File: config.mk
export PLATFORM = sky130hd
export DESIGN_NAME = decode_queue_flat
export DESIGN_NICKNAME = d
export VERILOG_FILES = /design/src/rtl/decode_queue_if.sv /design/src/rtl/decode_queue.sv /design/src/flat_wrapper.sv
export SDC_FILE = /design/constraint.sdc
export NUM_CORES = 1
export LEC_CHECK = 0
export CAP_MARGIN = 20
export CORE_MARGIN = 1.5
export CORE_UTILIZATION = 53
export DETAILED_ROUTE_END_ITERATION = 10
export PLACE_DENSITY = 0.81
export SLEW_MARGIN = 15
export SYNTH_ARGS = -nofsm -noshare
export SYNTH_HDL_FRONTEND = slang
export SYNTH_SLANG_ARGS = --single-unit
File: constraint.sdc
create_clock -name clk -period 9.9 [get_ports clk]
set_input_delay 1.98 -clock clk [delete_from_list [all_inputs] [get_ports clk]]
set_output_delay 1.98 -clock clk [all_outputs]
set_load 0.05 [all_outputs]
File: src/rtl/decode_queue_if.sv
// Handshake and decoded-field bundle between fetch, decode_queue and the decode stage.
// The queue itself connects through the slave modport; the fetch/decode side connects through the master modport.
interface decode_queue_if #(
   parameter int CNT_W = 3
);
   logic             in_valid;
   logic             in_ready;
   logic [31:0]      in_instr;
   logic [31:0]      in_pc;
   logic             flush;
   logic             out_valid;
   logic             out_ready;
   logic [5:0]       opcode;
   logic [4:0]       rs;
   logic [4:0]       rt;
   logic [4:0]       rd;
   logic [4:0]       shamt;
   logic [5:0]       funct;
   logic [15:0]      imm16;
   logic [25:0]      imm26;
   logic [31:0]      ext_imm;
   logic [31:0]      jump_target;
   logic [31:0]      out_pc;
   logic [CNT_W-1:0] count;

   modport master (
      output in_valid, in_instr, in_pc, flush, out_ready,
      input  in_ready, out_valid, opcode, rs, rt, rd, shamt, funct,
             imm16, imm26, ext_imm, jump_target, out_pc, count
   );

   modport slave (
      input  in_valid, in_instr, in_pc, flush, out_ready,
      output in_ready, out_valid, opcode, rs, rt, rd, shamt, funct,
             imm16, imm26, ext_imm, jump_target, out_pc, count
   );
endinterface

File: src/rtl/decode_queue.sv
// Instruction queue between fetch and decode. It buffers {instr, pc} pairs and
// presents the head entry already split into MIPS fields, with the extended immediate and the jump target.
module decode_queue #(
   parameter int DEPTH = 4,
   parameter int CNT_W = $clog2(DEPTH) + 1
) (
   input  logic          clk,
   input  logic          reset,
   decode_queue_if.slave q
);
   localparam int PTR_W = $clog2(DEPTH);

   logic [31:0]      instr_q [DEPTH];
   logic [31:0]      instr_d [DEPTH];
   logic [31:0]      pc_q    [DEPTH];
   logic [31:0]      pc_d    [DEPTH];
   logic [PTR_W-1:0] wr_ptr_q, wr_ptr_d;
   logic [PTR_W-1:0] rd_ptr_q, rd_ptr_d;
   logic [CNT_W-1:0] count_q, count_d;
   logic             push;
   logic             pop;
   logic [31:0]      head_instr;
   logic [31:0]      head_pc;
   logic [3:0]       pc4_hi;

   // Handshakes depend only on the registered count, so no input reaches these outputs combinationally.
   assign q.in_ready  = (count_q != CNT_W'(DEPTH));
   assign q.out_valid = (count_q != '0);
   assign q.count     = count_q;
   assign push        = q.in_valid && q.in_ready;
   assign pop         = q.out_valid && q.out_ready;

   always_comb begin
      wr_ptr_d = wr_ptr_q;
      rd_ptr_d = rd_ptr_q;
      count_d  = count_q;
      instr_d  = instr_q;
      pc_d     = pc_q;
      if (q.flush) begin
         wr_ptr_d = '0;
         rd_ptr_d = '0;
         count_d  = '0;
      end else begin
         if (push) begin
            instr_d[wr_ptr_q] = q.in_instr;
            pc_d[wr_ptr_q]    = q.in_pc;
            wr_ptr_d          = wr_ptr_q + PTR_W'(1);
         end
         if (pop) begin
            rd_ptr_d = rd_ptr_q + PTR_W'(1);
         end
         if (push && !pop) begin
            count_d = count_q + CNT_W'(1);
         end else if (!push && pop) begin
            count_d = count_q - CNT_W'(1);
         end
      end
   end

   always_ff @(posedge clk or posedge reset) begin
      if (reset) begin
         wr_ptr_q <= '0;
         rd_ptr_q <= '0;
         count_q  <= '0;
         for (int i = 0; i < DEPTH; i++) begin
            instr_q[i] <= '0;
            pc_q[i]    <= '0;
         end
      end else begin
         wr_ptr_q <= wr_ptr_d;
         rd_ptr_q <= rd_ptr_d;
         count_q  <= count_d;
         instr_q  <= instr_d;
         pc_q     <= pc_d;
      end
   end

   assign head_instr = instr_q[rd_ptr_q];
   assign head_pc    = pc_q[rd_ptr_q];
   // Upper nibble of head_pc+4: a carry into bit 28 occurs only when bits [27:2] are all ones.
   assign pc4_hi     = head_pc[31:28] + {3'b000, &head_pc[27:2]};

   always_comb begin
      q.opcode      = '0;
      q.rs          = '0;
      q.rt          = '0;
      q.rd          = '0;
      q.shamt       = '0;
      q.funct       = '0;
      q.imm16       = '0;
      q.imm26       = '0;
      q.ext_imm     = '0;
      q.jump_target = '0;
      q.out_pc      = '0;
      if (q.out_valid) begin
         q.opcode      = head_instr[31:26];
         q.rs          = head_instr[25:21];
         q.rt          = head_instr[20:16];
         q.rd          = head_instr[15:11];
         q.shamt       = head_instr[10:6];
         q.funct       = head_instr[5:0];
         q.imm16       = head_instr[15:0];
         q.imm26       = head_instr[25:0];
         q.out_pc      = head_pc;
         q.jump_target = {pc4_hi, head_instr[25:0], 2'b00};
         case (head_instr[31:26])
            6'h0C, 6'h0D, 6'h0E: q.ext_imm = {16'h0000, head_instr[15:0]};
            6'h0F:               q.ext_imm = {head_instr[15:0], 16'h0000};
            default:             q.ext_imm = {{16{head_instr[15]}}, head_instr[15:0]};
         endcase
      end
   end
endmodule
File: src/flat_wrapper.sv
// flat-port wrapper written by rule: the top's interface ports become plain ports
module decode_queue_flat 
#(
   parameter int DEPTH = 4,
   parameter int CNT_W = $clog2(DEPTH) + 1
)
  (clk, reset, q_in_valid, q_in_instr, q_in_pc, q_flush, q_out_ready, q_in_ready, q_out_valid, q_opcode, q_rs, q_rt, q_rd, q_shamt, q_funct, q_imm16, q_imm26, q_ext_imm, q_jump_target, q_out_pc, q_count);
  decode_queue_if #(.CNT_W(CNT_W)) q_i ();
  input  logic clk;
  input  logic reset;
  input wire logic [$bits(q_i.in_valid)-1:0] q_in_valid;
  input wire logic [$bits(q_i.in_instr)-1:0] q_in_instr;
  input wire logic [$bits(q_i.in_pc)-1:0] q_in_pc;
  input wire logic [$bits(q_i.flush)-1:0] q_flush;
  input wire logic [$bits(q_i.out_ready)-1:0] q_out_ready;
  output wire logic [$bits(q_i.in_ready)-1:0] q_in_ready;
  output wire logic [$bits(q_i.out_valid)-1:0] q_out_valid;
  output wire logic [$bits(q_i.opcode)-1:0] q_opcode;
  output wire logic [$bits(q_i.rs)-1:0] q_rs;
  output wire logic [$bits(q_i.rt)-1:0] q_rt;
  output wire logic [$bits(q_i.rd)-1:0] q_rd;
  output wire logic [$bits(q_i.shamt)-1:0] q_shamt;
  output wire logic [$bits(q_i.funct)-1:0] q_funct;
  output wire logic [$bits(q_i.imm16)-1:0] q_imm16;
  output wire logic [$bits(q_i.imm26)-1:0] q_imm26;
  output wire logic [$bits(q_i.ext_imm)-1:0] q_ext_imm;
  output wire logic [$bits(q_i.jump_target)-1:0] q_jump_target;
  output wire logic [$bits(q_i.out_pc)-1:0] q_out_pc;
  output wire logic [$bits(q_i.count)-1:0] q_count;
  assign q_i.in_valid = q_in_valid;
  assign q_i.in_instr = q_in_instr;
  assign q_i.in_pc = q_in_pc;
  assign q_i.flush = q_flush;
  assign q_i.out_ready = q_out_ready;
  assign q_in_ready = q_i.in_ready;
  assign q_out_valid = q_i.out_valid;
  assign q_opcode = q_i.opcode;
  assign q_rs = q_i.rs;
  assign q_rt = q_i.rt;
  assign q_rd = q_i.rd;
  assign q_shamt = q_i.shamt;
  assign q_funct = q_i.funct;
  assign q_imm16 = q_i.imm16;
  assign q_imm26 = q_i.imm26;
  assign q_ext_imm = q_i.ext_imm;
  assign q_jump_target = q_i.jump_target;
  assign q_out_pc = q_i.out_pc;
  assign q_count = q_i.count;
  decode_queue #(.DEPTH(DEPTH), .CNT_W(CNT_W)) u_core (.clk(clk), .reset(reset), .q(q_i));
endmodule
Word level (Yosys, flattened, before mapping)
Index checks and enable logic that the tools add are counted.
W data, S select, Z words.
{ "classes": {"n_bitwise": 3, "eq_ne": 5, "mul": 0, "n_reduce_logical": 14, "n_shift": 0, "addsub": 5, "order_cmp": 3, "mux": 29, "div": 0} }
{ "op_table": {"columns": ["operator", "n"], "rows": [
  ["$bwmux W128", 2],
  ["$mux W32", 8],
  ["$bmux W32 S2", 2],
  ["$demux W32 S2", 1],
  ["$pmux W32 S2", 1],
  ["$mux W26", 1],
  ["$reduce_and A26 Y1", 1],
  ["$eq A6 B4 Y1 const B", 4],
  ["$mux W5", 4],
  ["$mux W16", 1],
  ["$mux W6", 2],
  ["$mux W3", 3],
  ["$mux W2", 4],
  ["$ge A3 B3 Y1 const B", 2],
  ["$not A2 Y3", 2],
  ["$reduce_bool A3 Y1", 2],
  ["$logic_and A1 B1 Y1", 5],
  ["$add A2 B1 Y2 const B", 2],
  ["$add A4 B1 Y4", 1],
  ["$reduce_bool A2 Y1", 2],
  ["$add A3 B1 Y3 const B", 1],
  ["$lt A3 B1 Y1 const B", 1],
  ["$ne A3 B3 Y1 const B", 1],
  ["$reduce_or A3 Y1", 1],
  ["other kinds (4)", 5]
]} }
{ "totals": {"inputBits": 69, "romBits": 0, "mem_bits_rw": 0, "register_bits": 263, "mem_count": 0, "latchBits": 0, "word_cells": 70} }

Logic depth before layout (Yosys ltp)
{ "depth": {"word_depth": 8, "ltp_mapped": 10, "depth_no_buf": 8} }

Worst setup path after synthesis
No wires, ideal clock.
{ "synth_path": {"kind": "flip-flop to output port", "startpoint": "reg u_core.rd_ptr_q[0]", "endpoint": "out q_jump_target[30]", "stages_incl_launch_ff": 11, "n_path_buf": 3, "path_slack_ns": 5.065, "arrival_ns": 2.855, "path_cell_list": "dfrtp_1 > buf_6 > buf_4 > buf_4 > mux4_1 > nand4_1 > nor4_2 > ha_1 > ha_1 > xnor2_1 > nor2_1"} }
{ "synth_via": {"elab_chain_cells": 7} }
{ "synth_rtl": {"columns": ["element", "line_no", "rtl"], "rows": [
  ["start, declared", "decode_queue.sv:18", "logic [PTR_W-1:0] rd_ptr_q, rd_ptr_d;"],
  ["start signal, assigned", "decode_queue.sv:71", "rd_ptr_q <= rd_ptr_d;"],
  ["$not A2 Y3 (implied by the code) *", "decode_queue.sv:79", "assign head_pc = pc_q[rd_ptr_q];"],
  ["$bmux W32 S2 *", "decode_queue.sv:79", null],
  ["$mux W32 (implied by the code) * (2 in series)", "decode_queue.sv:79", null],
  ["$reduce_and A26 Y1", "decode_queue.sv:81", "assign pc4_hi = head_pc[31:28] + {3'b000, &head_pc[27:2]};"],
  ["$add A4 B1 Y4 *", "decode_queue.sv:81", null],
  ["$mux W32 *", "decode_queue.sv:95", "if (q.out_valid) begin"],
  ["end, declared", "flat_wrapper.sv:27", "output wire logic [$bits(q_i.jump_target)-1:0] q_jump_target;"]
]} }
Every way passes the cells marked *; elsewhere a longest branch is shown, timed or not. The select of a mux whose other input is x is not followed.

Worst setup path in the final report
Ends and elaborated chain as after synthesis.

==> impl_metrics.env <==
export IMPL_synth_area_mux_share_pct=34.4
export IMPL_finalCoreUtilization_pct=66.9
export IMPL_cts_resized=0
export IMPL_whs_path_depth=1
export IMPL_yosys_area_share_simple_pct=5.28
export IMPL_grt_pass1_vias=7924
export IMPL_grt_usage_pct=23.5
export IMPL_coreArea_sq_um=23600
export IMPL_clk_latency_ns=0.52
export IMPL_yosys_area_share_adder_pct=0.741
export IMPL_synth_avg_cell_area_sq_um=14.5
export IMPL_portBuffers=241
export IMPL_die_w_um=159
export IMPL_setup_viol=0
export IMPL_vias_per_cell=5.61
export IMPL_post_route_period_util_pct=66.3
export IMPL_dp_slack_ns=3.86
export IMPL_drtAntennaViolNets=0
export IMPL_async_flop_share_pct=100
export IMPL_drt_drc_violations_left=0
export IMPL_synth_edf_count=0
export IMPL_period_needed_ns=6.56
export IMPL_drive_gt1_share_pct=34.0
export IMPL_hold_end="u_core.instr_q[90]"
export IMPL_r2r_cells=5
export IMPL_r2r_end="u_core.pc_q[79]"
export IMPL_antenna_found_initial=2
export IMPL_cts_path_max_buffers=3
export IMPL_cts_root_buf="clkbuf_16"
export IMPL_multi_input_area_sq_um=5400
export IMPL_place_gp_congestion=0.743
export IMPL_grt_max_degree=141
export IMPL_grt_first_pass_wirelength_um=44800
export IMPL_register_area_sq_um=6590
export IMPL_synth_top_family_by_area="multiplexers"
export IMPL_hp_class="reg -> reg"
export IMPL_post_cts_buffers=0
export IMPL_die_height_um=159
export IMPL_cts_sinks=263
export IMPL_fin_nets=1117
export IMPL_yosys_warnings=0
export IMPL_cap_violations=0
export IMPL_slew_viol_final=0
export IMPL_num_rows=56
export IMPL_fmax_ghz=0.152
export IMPL_r2r_start="u_core.q.count[2]"
export IMPL_area_delta_synth_final_pct=23.1
export IMPL_numCtsBuffers=27
export IMPL_synth_xor_area_share_pct=0.341
export IMPL_synth_compound_area_share_pct=0.984
export IMPL_wire_per_inst_um=21.0
export IMPL_worst_slew_pin_slew_ns=1.08
export IMPL_clk_pin_slew_ns=0.06
export IMPL_first_pass_iters=4
export IMPL_rsz0062_at_grt="no"
export IMPL_synth_cells=884
export IMPL_fin_setup_tns_ns=0
export IMPL_post_dp_hpwl_um=18700
export IMPL_io_pins=244
export IMPL_vias=7746
export IMPL_ys_dominant_reg_cell="dfrtp_1"
export IMPL_synth_cell_types=41
export IMPL_hold_viol=0
export IMPL_h_tree_depth=1
export IMPL_path_max_fanout=37
export IMPL_overflow=0
export IMPL_syn_cell_area_sq_um=12800
export IMPL_maxSlewHeadroom_pct=28.3
export IMPL_dieArea_sq_um=25200
export IMPL_synth_yosys_seq_area_share_pct=51.3
export IMPL_status="finished clean"
export IMPL_synth_seq_cells=263
export IMPL_cts_tree="built"
export IMPL_n_fill_cell=1725
export IMPL_crit_type="reg -> out"
export IMPL_crit_arrival_ns=4.58
export IMPL_hold_buffers=0
export IMPL_drtIter0Drc=323
export IMPL_cp_required_ns=7.92
export IMPL_wl_um=29000
export IMPL_floorplan_initialDensity_pct=54.4
export IMPL_worstHoldStart="u_core.instr_q[90]"
export IMPL_setup_slack_ns=3.34
export IMPL_crit_path_end_kind="primary output"
export IMPL_skew_ns=0.00774
export IMPL_crit_path_start_kind="flip-flop"
export IMPL_reg2reg_slack_ns=7.15
[critical path, stage by stage, from the launching register on]
cell and delay [ns]:
dfrtp_4 0.79, buf_4 0.66, mux4_1 0.69, nand4_1 0.16, nor4_2 0.08, ha_1 0.22, ha_1 0.21, xnor2_1 0.38
nor2_1 0.09, clkdlybuf4s50_1 0.72
[how the worst max path moves through the flow]
stage | from | endpoint | slack, ns
6_report | u_core.rd_ptr_q[0] | q_jump_target[30] | 3.34
3_5_place_dp | u_core.rd_ptr_q[0] | q_ext_imm[11] | 3.86
5_1_grt | u_core.rd_ptr_q[0] | q_jump_target[31] | 3.11
3_3_place_gp | u_core.rd_ptr_q[0] | q_jump_target[31] | 3.88
4_1_cts | u_core.rd_ptr_q[0] | q_jump_target[30] | 3.30
2_1_floorplan | reset | u_core.instr_q[0] | 0.68
[metrics by stage]
| step | instance area, sq um | hold slack [ns] | std cells |
|---|---|---|---|
| 2_1_floorplan | 12800 | 0.470 | 885 |
| 3_3_place_gp | 14900 | 0.479 | 1330 |
| 3_5_place_dp | 14900 | 0.486 | 1330 |
| 4_1_cts | 15800 | 0.500 | 1378 |
| 5_1_grt | 15800 | 0.508 | 1379 |
| 6_report | 15800 | 0.498 | 1380 |
[flip-flops by register name, summed over array words and instances (netlist names)]
signal	count
u_core.rd_ptr_q	2
u_core.q.count	3
u_core.pc_q	128
u_core.instr_q	128
u_core.wr_ptr_q	2
[kinds of logic after synthesis]
family | Yosys count
adders and majority gates | 7
muxes | 321
buffers and inverters | 143
other | 1
xor gates and xnor gates | 5
and+or+nand+nor | 122
AOI/OAI and AO/OA | 22
DFF | 263
[metal layers]
layer	GRT usage [%]	wire length [um]	share of wire [%]
met5	0	0	0
met4	5.30	463	1.6
met3	4.16	1610	5.5
met2	40.3	14600	50
met1	31.4	12400	43
[area by class of cell]
type                    count  area share [%]
clock inverters            10           0.650
inverters                  23           0.594
multi-input cells         479            34.2
repair buffers            247            15.5
flip-flops and latches    263            41.7
diodes                      1          0.0158
clock buffers              38            4.79
well taps                 319            2.53
[placed cells by master, fill, tap and decap left out, types with 18 or more instances in the layout]
cell type	count
dfrtp_1	261
mux2_2	256
clkdlybuf4s50_1	241
and2_1	51
mux4_2	42
clkbuf_16	27
mux4_1	22
nor2_1	22
inv_1	21
nand2_1	18
[cells in the mapped netlist (all sizes together) (3+ instances only)]
master,n,share of area [%]
and2,52,2.5
buf,107,5.8
clkbuf,13,0.46
dfrtp,263,51
ha,6,0.58
inv,23,0.67
mux2,256,22
mux4,64,12
nand2,22,0.64
nand4,7,0.34
nor2,22,0.64
nor3,8,0.31
o21ai,15,0.58
xnor2,3,0.20
Power is left out: the tool's default activity adds up to more than one toggle a clock period on the data nets, which glitch-free logic cannot reach.
==> RTL change 1 (same flow settings) <==
`DEPTH` is set to 4 in 2 places; all go to 8.
--- a/src/rtl/decode_queue.sv
+++ b/src/rtl/decode_queue.sv
@@ -1,7 +1,7 @@
 // Instruction queue between fetch and decode. It buffers {instr, pc} pairs and
 // presents the head entry already split into MIPS fields, with the extended immediate and the jump target.
 module decode_queue #(
-   parameter int DEPTH = 4,
+   parameter int DEPTH = 8,
    parameter int CNT_W = $clog2(DEPTH) + 1
 ) (
    input  logic          clk,
--- a/src/flat_wrapper.sv
+++ b/src/flat_wrapper.sv
@@ -1,7 +1,7 @@
 // flat-port wrapper written by rule: the top's interface ports become plain ports
 module decode_queue_flat 
 #(
-   parameter int DEPTH = 4,
+   parameter int DEPTH = 8,
    parameter int CNT_W = $clog2(DEPTH) + 1
 )
   (clk, reset, q_in_valid, q_in_instr, q_in_pc, q_flush, q_out_ready, q_in_ready, q_out_valid, q_opcode, q_rs, q_rt, q_rd, q_shamt, q_funct, q_imm16, q_imm26, q_ext_imm, q_jump_target, q_out_pc, q_count);
Ports: changed (resized q_count); port bits go from 244 to 245. The function was not compared with the original's and may differ.
==> RTL change 1 against the original RTL <==
  * Non-clock buffer count rose by 17
  * Final cell count increased by 74%
  * Core utilization down 3.9 points
  * Routed wire length rose by 91%
  * Area after synthesis increased by 91%
  * Count of clock-buffer cells in the layout is 42 higher
  * Worst setup slack got worse by 650 ps
  * Synthesized cell count up 82%
  * Sequential cell count increased by 259
  * Largest cell class unchanged
  * Design area grew 81%
  * Via count increased by 82%
==> RTL change 1: results (changes against the original RTL) <==
| Metric | Value |
|---|---|
| Synth cell types | `40 (was 41)` |
| Met3 global-route usage | `3.933% (was 4.164%)` |
| Fillers | `3332 (was 1725)` |
| First-pass GRT wire length | `87060 µm (was 44840 µm)` |
| Result of the run | `finished clean (unchanged)` |
| Vias | `14.12k (was 7746)` |
| Slew margin rel. | `29.12% (was 28.29%)` |
| Top cells by count, synth | `dfrtp_1 (522), mux2_2 (515), mux4_2 (126), nor2_1 (114), buf_4 (71) (was dfrtp_1 (263), mux2_2 (256), buf_4 (75), and2_1 (51), mux4_2 (42))` |
| DRT Wirelength | `55510 µm (was 29020 µm)` |
| Largest cells by area after synthesis | `dfrtp_1 (53%), mux2_2 (24%), mux4_2 (12%) (was dfrtp_1 (51%), mux2_2 (22%), mux4_2 (7.4%))` |
| CP max FO | `54 (was 37)` |
| Hold Path Origin | `u_core.pc_q[128] (was u_core.instr_q[90])` |
| Critical Path AT | `5230 ps (was 4580 ps)` |
| M2 GR Usage | `39.56% (was 40.32%)` |
| Avg Cell Area, Syn | `15.18 µm² (was 14.52 µm²)` |
| Placement Setup Slack | `3210 ps (was 3862 ps)` |
| FMAX | `0.1387 GHz (was 0.1525 GHz)` |
| Total GRT Usage | `23.81% (was 23.50%)` |
| Met1 Use GR | `32.34% (was 31.37%)` |
| Clock skew | `11.10 ps (was 7.739 ps)` |
| XOR/XNOR Fraction of Synth Area | `0.3222% (was 0.3411%)` |
| Final HPWL DP | `32810 µm (was 18720 µm)` |
| Hold WS | `500.1 ps (was 497.8 ps)` |
| WL met1 | `24140 µm (was 12350 µm)` |
| Worst setup path end | `q_ext_imm[26] (was q_jump_target[30])` |
| Largest net degree at the start of global routing | `205 (was 141)` |
| Buffers on Ports | `242 (was 241)` |
| Met3 routed WL | `2310 µm (was 1607 µm)` |
| TritonCTS buffer count | `53 (was 27)` |
| Complex-gate fraction of the synthesized area | `0.4756% (was 0.9844%)` |
| Gpl congestion | `0.7629 (was 0.7426)` |
| Number of global-route vias before repair | `15.15k (was 7924)` |
| H-tree depth | `2 (was 1)` |
| Routed wl met2 | `27820 µm (was 14590 µm)` |
RTL change 1: cell type report:
| cell class | instances | area, µm² | area share [%] |
|---|---|---|---|
| clock buffers | 80 | 1578 | 5.505 |
| repair buffers | 264 | 2638 | 9.203 |
| flip-flops and latches | 522 | 13070 | 45.62 |
| well taps | 600 | 750.7 | 2.620 |
| inverters | 17 | 67.56 | 0.2358 |
| clock inverters | 15 | 150.1 | 0.5239 |
| multi-input cells | 901 | 10400 | 36.28 |
| diodes | 2 | 5.005 | 0.01746 |
RTL change 1: power groups by stage:
stage          logic (mW)  registers, mW  clock network, mW
2_1_floorplan        4.23           2.89                  0
3_3_place_gp         5.38           3.00                  0
3_5_place_dp         5.46           3.04                  0
4_1_cts              5.48           3.01               2.02
5_1_grt              5.69           3.08               2.11
6_report             5.43           3.01               1.98
==> RTL change 2 (config.mk and constraints unchanged) <==
Made on the original files. Make the reset (`reset`) synchronous in one clocked block.
--- a/src/rtl/decode_queue.sv
+++ b/src/rtl/decode_queue.sv
@@ -57,7 +57,7 @@
       end
    end
 
-   always_ff @(posedge clk or posedge reset) begin
+   always_ff @(posedge clk) begin
       if (reset) begin
          wr_ptr_q <= '0;
          rd_ptr_q <= '0;
Behaviour: differs if reset is asserted again (counterexample within 4 cycles, from zero or initial values and one cycle with reset high); with reset held inactive, the same outputs for 4 cycles.
==> RTL change 2 against the original RTL <==
  * Area after synthesis shrank 4.1%
  * Highest routed layer is now met5
  * Sequential cell count is the same
  * Hold slack lost 12 ps
  * Routed wire length grew 0.40%
  * Worst setup slack lost 560 ps
  * Design area shrank 3.4%
  * Die area shrank 4.0%
==> RTL change 2: results (changes against the original RTL) <==
| Metric | Value |
|---|---|
| Crit. Startpoint | `u_core.rd_ptr_q[0] (unchanged)` |
| Final HPWL DP | `18520 µm (was 18720 µm)` |
| Met3 global-route usage | `4.290% (was 4.164%)` |
| Hold WS | `485.7 ps (was 497.8 ps)` |
| Worst path slowest cell | `dfxtp_4 (was dfrtp_4)` |
| Placement Setup Slack | `3297 ps (was 3862 ps)` |
| Tmin final | `7119 ps (was 6559 ps)` |
| WL met1 | `12290 µm (was 12350 µm)` |
| Hold Path Origin | `u_core.pc_q[68] (was u_core.instr_q[90])` |
| R2R cell count | `6 (was 5)` |
| Largest net degree at the start of global routing | `146 (was 141)` |
| Largest cells by area after synthesis | `dfxtp_1 (43%), mux2i_1 (21%), mux4_2 (9.1%) (was dfrtp_1 (51%), mux2_2 (22%), mux4_2 (7.4%))` |
| Routed len/inst | `18.12 µm (was 21.03 µm)` |
| Placed Cells | `1554 (was 1330)` |
| M2 GR Usage | `42.41% (was 40.32%)` |
| Worst slew pin tran | `1073 ps (was 1076 ps)` |
| Worst reg-to-reg setup slack | `7110 ps (was 7150 ps)` |
| Top cells by count, synth | `nor2_1 (282), dfxtp_1 (263), mux2i_1 (257), and2_1 (81), buf_4 (78) (was dfrtp_1 (263), mux2_2 (256), buf_4 (75), and2_1 (51), mux4_2 (42))` |
| Result of the run | `finished clean (unchanged)` |
| Clock Latency Late Sink | `540 ps (was 520 ps)` |
| CP max FO | `41 (was 37)` |
| Synth cell types | `33 (was 41)` |
| Critical R2R Launch | `u_core.q.count[2] (unchanged)` |
| Uppermost routed layer | `met5 (was met4)` |
| CP peak stage delay | `910 ps (was 790 ps)` |
| Routed wl met2 | `14470 µm (was 14590 µm)` |
| Initial DRC count | `424 (was 323)` |
| Worst setup path end | `q_ext_imm[22] (was q_jump_target[30])` |
| Initial antenna violation count | `3 (was 2)` |
| Met3 routed WL | `1758 µm (was 1607 µm)` |
| RR Endpoint | `u_core.pc_q[49] (was u_core.pc_q[79])` |
| Met1 Use GR | `29.79% (was 31.37%)` |
| First-pass GRT wire length | `45940 µm (was 44840 µm)` |
| Number of global-route vias before repair | `8650 (was 7924)` |
| Async SR Flop Fraction | `0% (was 100.0%)` |
| Clock skew | `9.339 ps (was 7.739 ps)` |
| Hold EP | `u_core.pc_q[68] (was u_core.instr_q[90])` |
| Share of layout cells above drive strength 1 | `9.077% (was 33.96%)` |
RTL change 2: cell types whose count changed after synthesis, moves of 12 or more:
cell      unedited run  this run
nor2_1              22       282
a21oi_1              2        17
mux2_2             256         0
and2_1              51        81
inv_1               23         7
dfrtp_1            263         0
nand2_1             22         6
o21ai_0             13         1
clkbuf_1            12        43
mux2i_1              1       257
dfxtp_1              0       263
RTL change 2: layout make-up:
class | instances | area [µm²]
Antenna cell | 1 | 2.502
Clock inverter | 17 | 197.7
Multi-Input combinational cell | 747 | 6085
Fill cell | 1754 | 7443
Inverter | 7 | 26.28
Tap cell | 285 | 356.6
Sequential cell | 263 | 5273
Clock buffer | 34 | 774.5
Timing Repair Buffer | 254 | 2551
RTL change 2: logic make-up after synthesis:
kind of cell	Yosys count	synth area share, %
buffers and inverters	163	7.845
muxes	321	33.03
DFF	263	42.76
adders and majority gates	8	0.8740
AOI/OAI and AO/OA	20	0.8537
other	1	0.03046
xor gates and xnor gates	7	0.4980
and+or+nand+nor	389	14.11
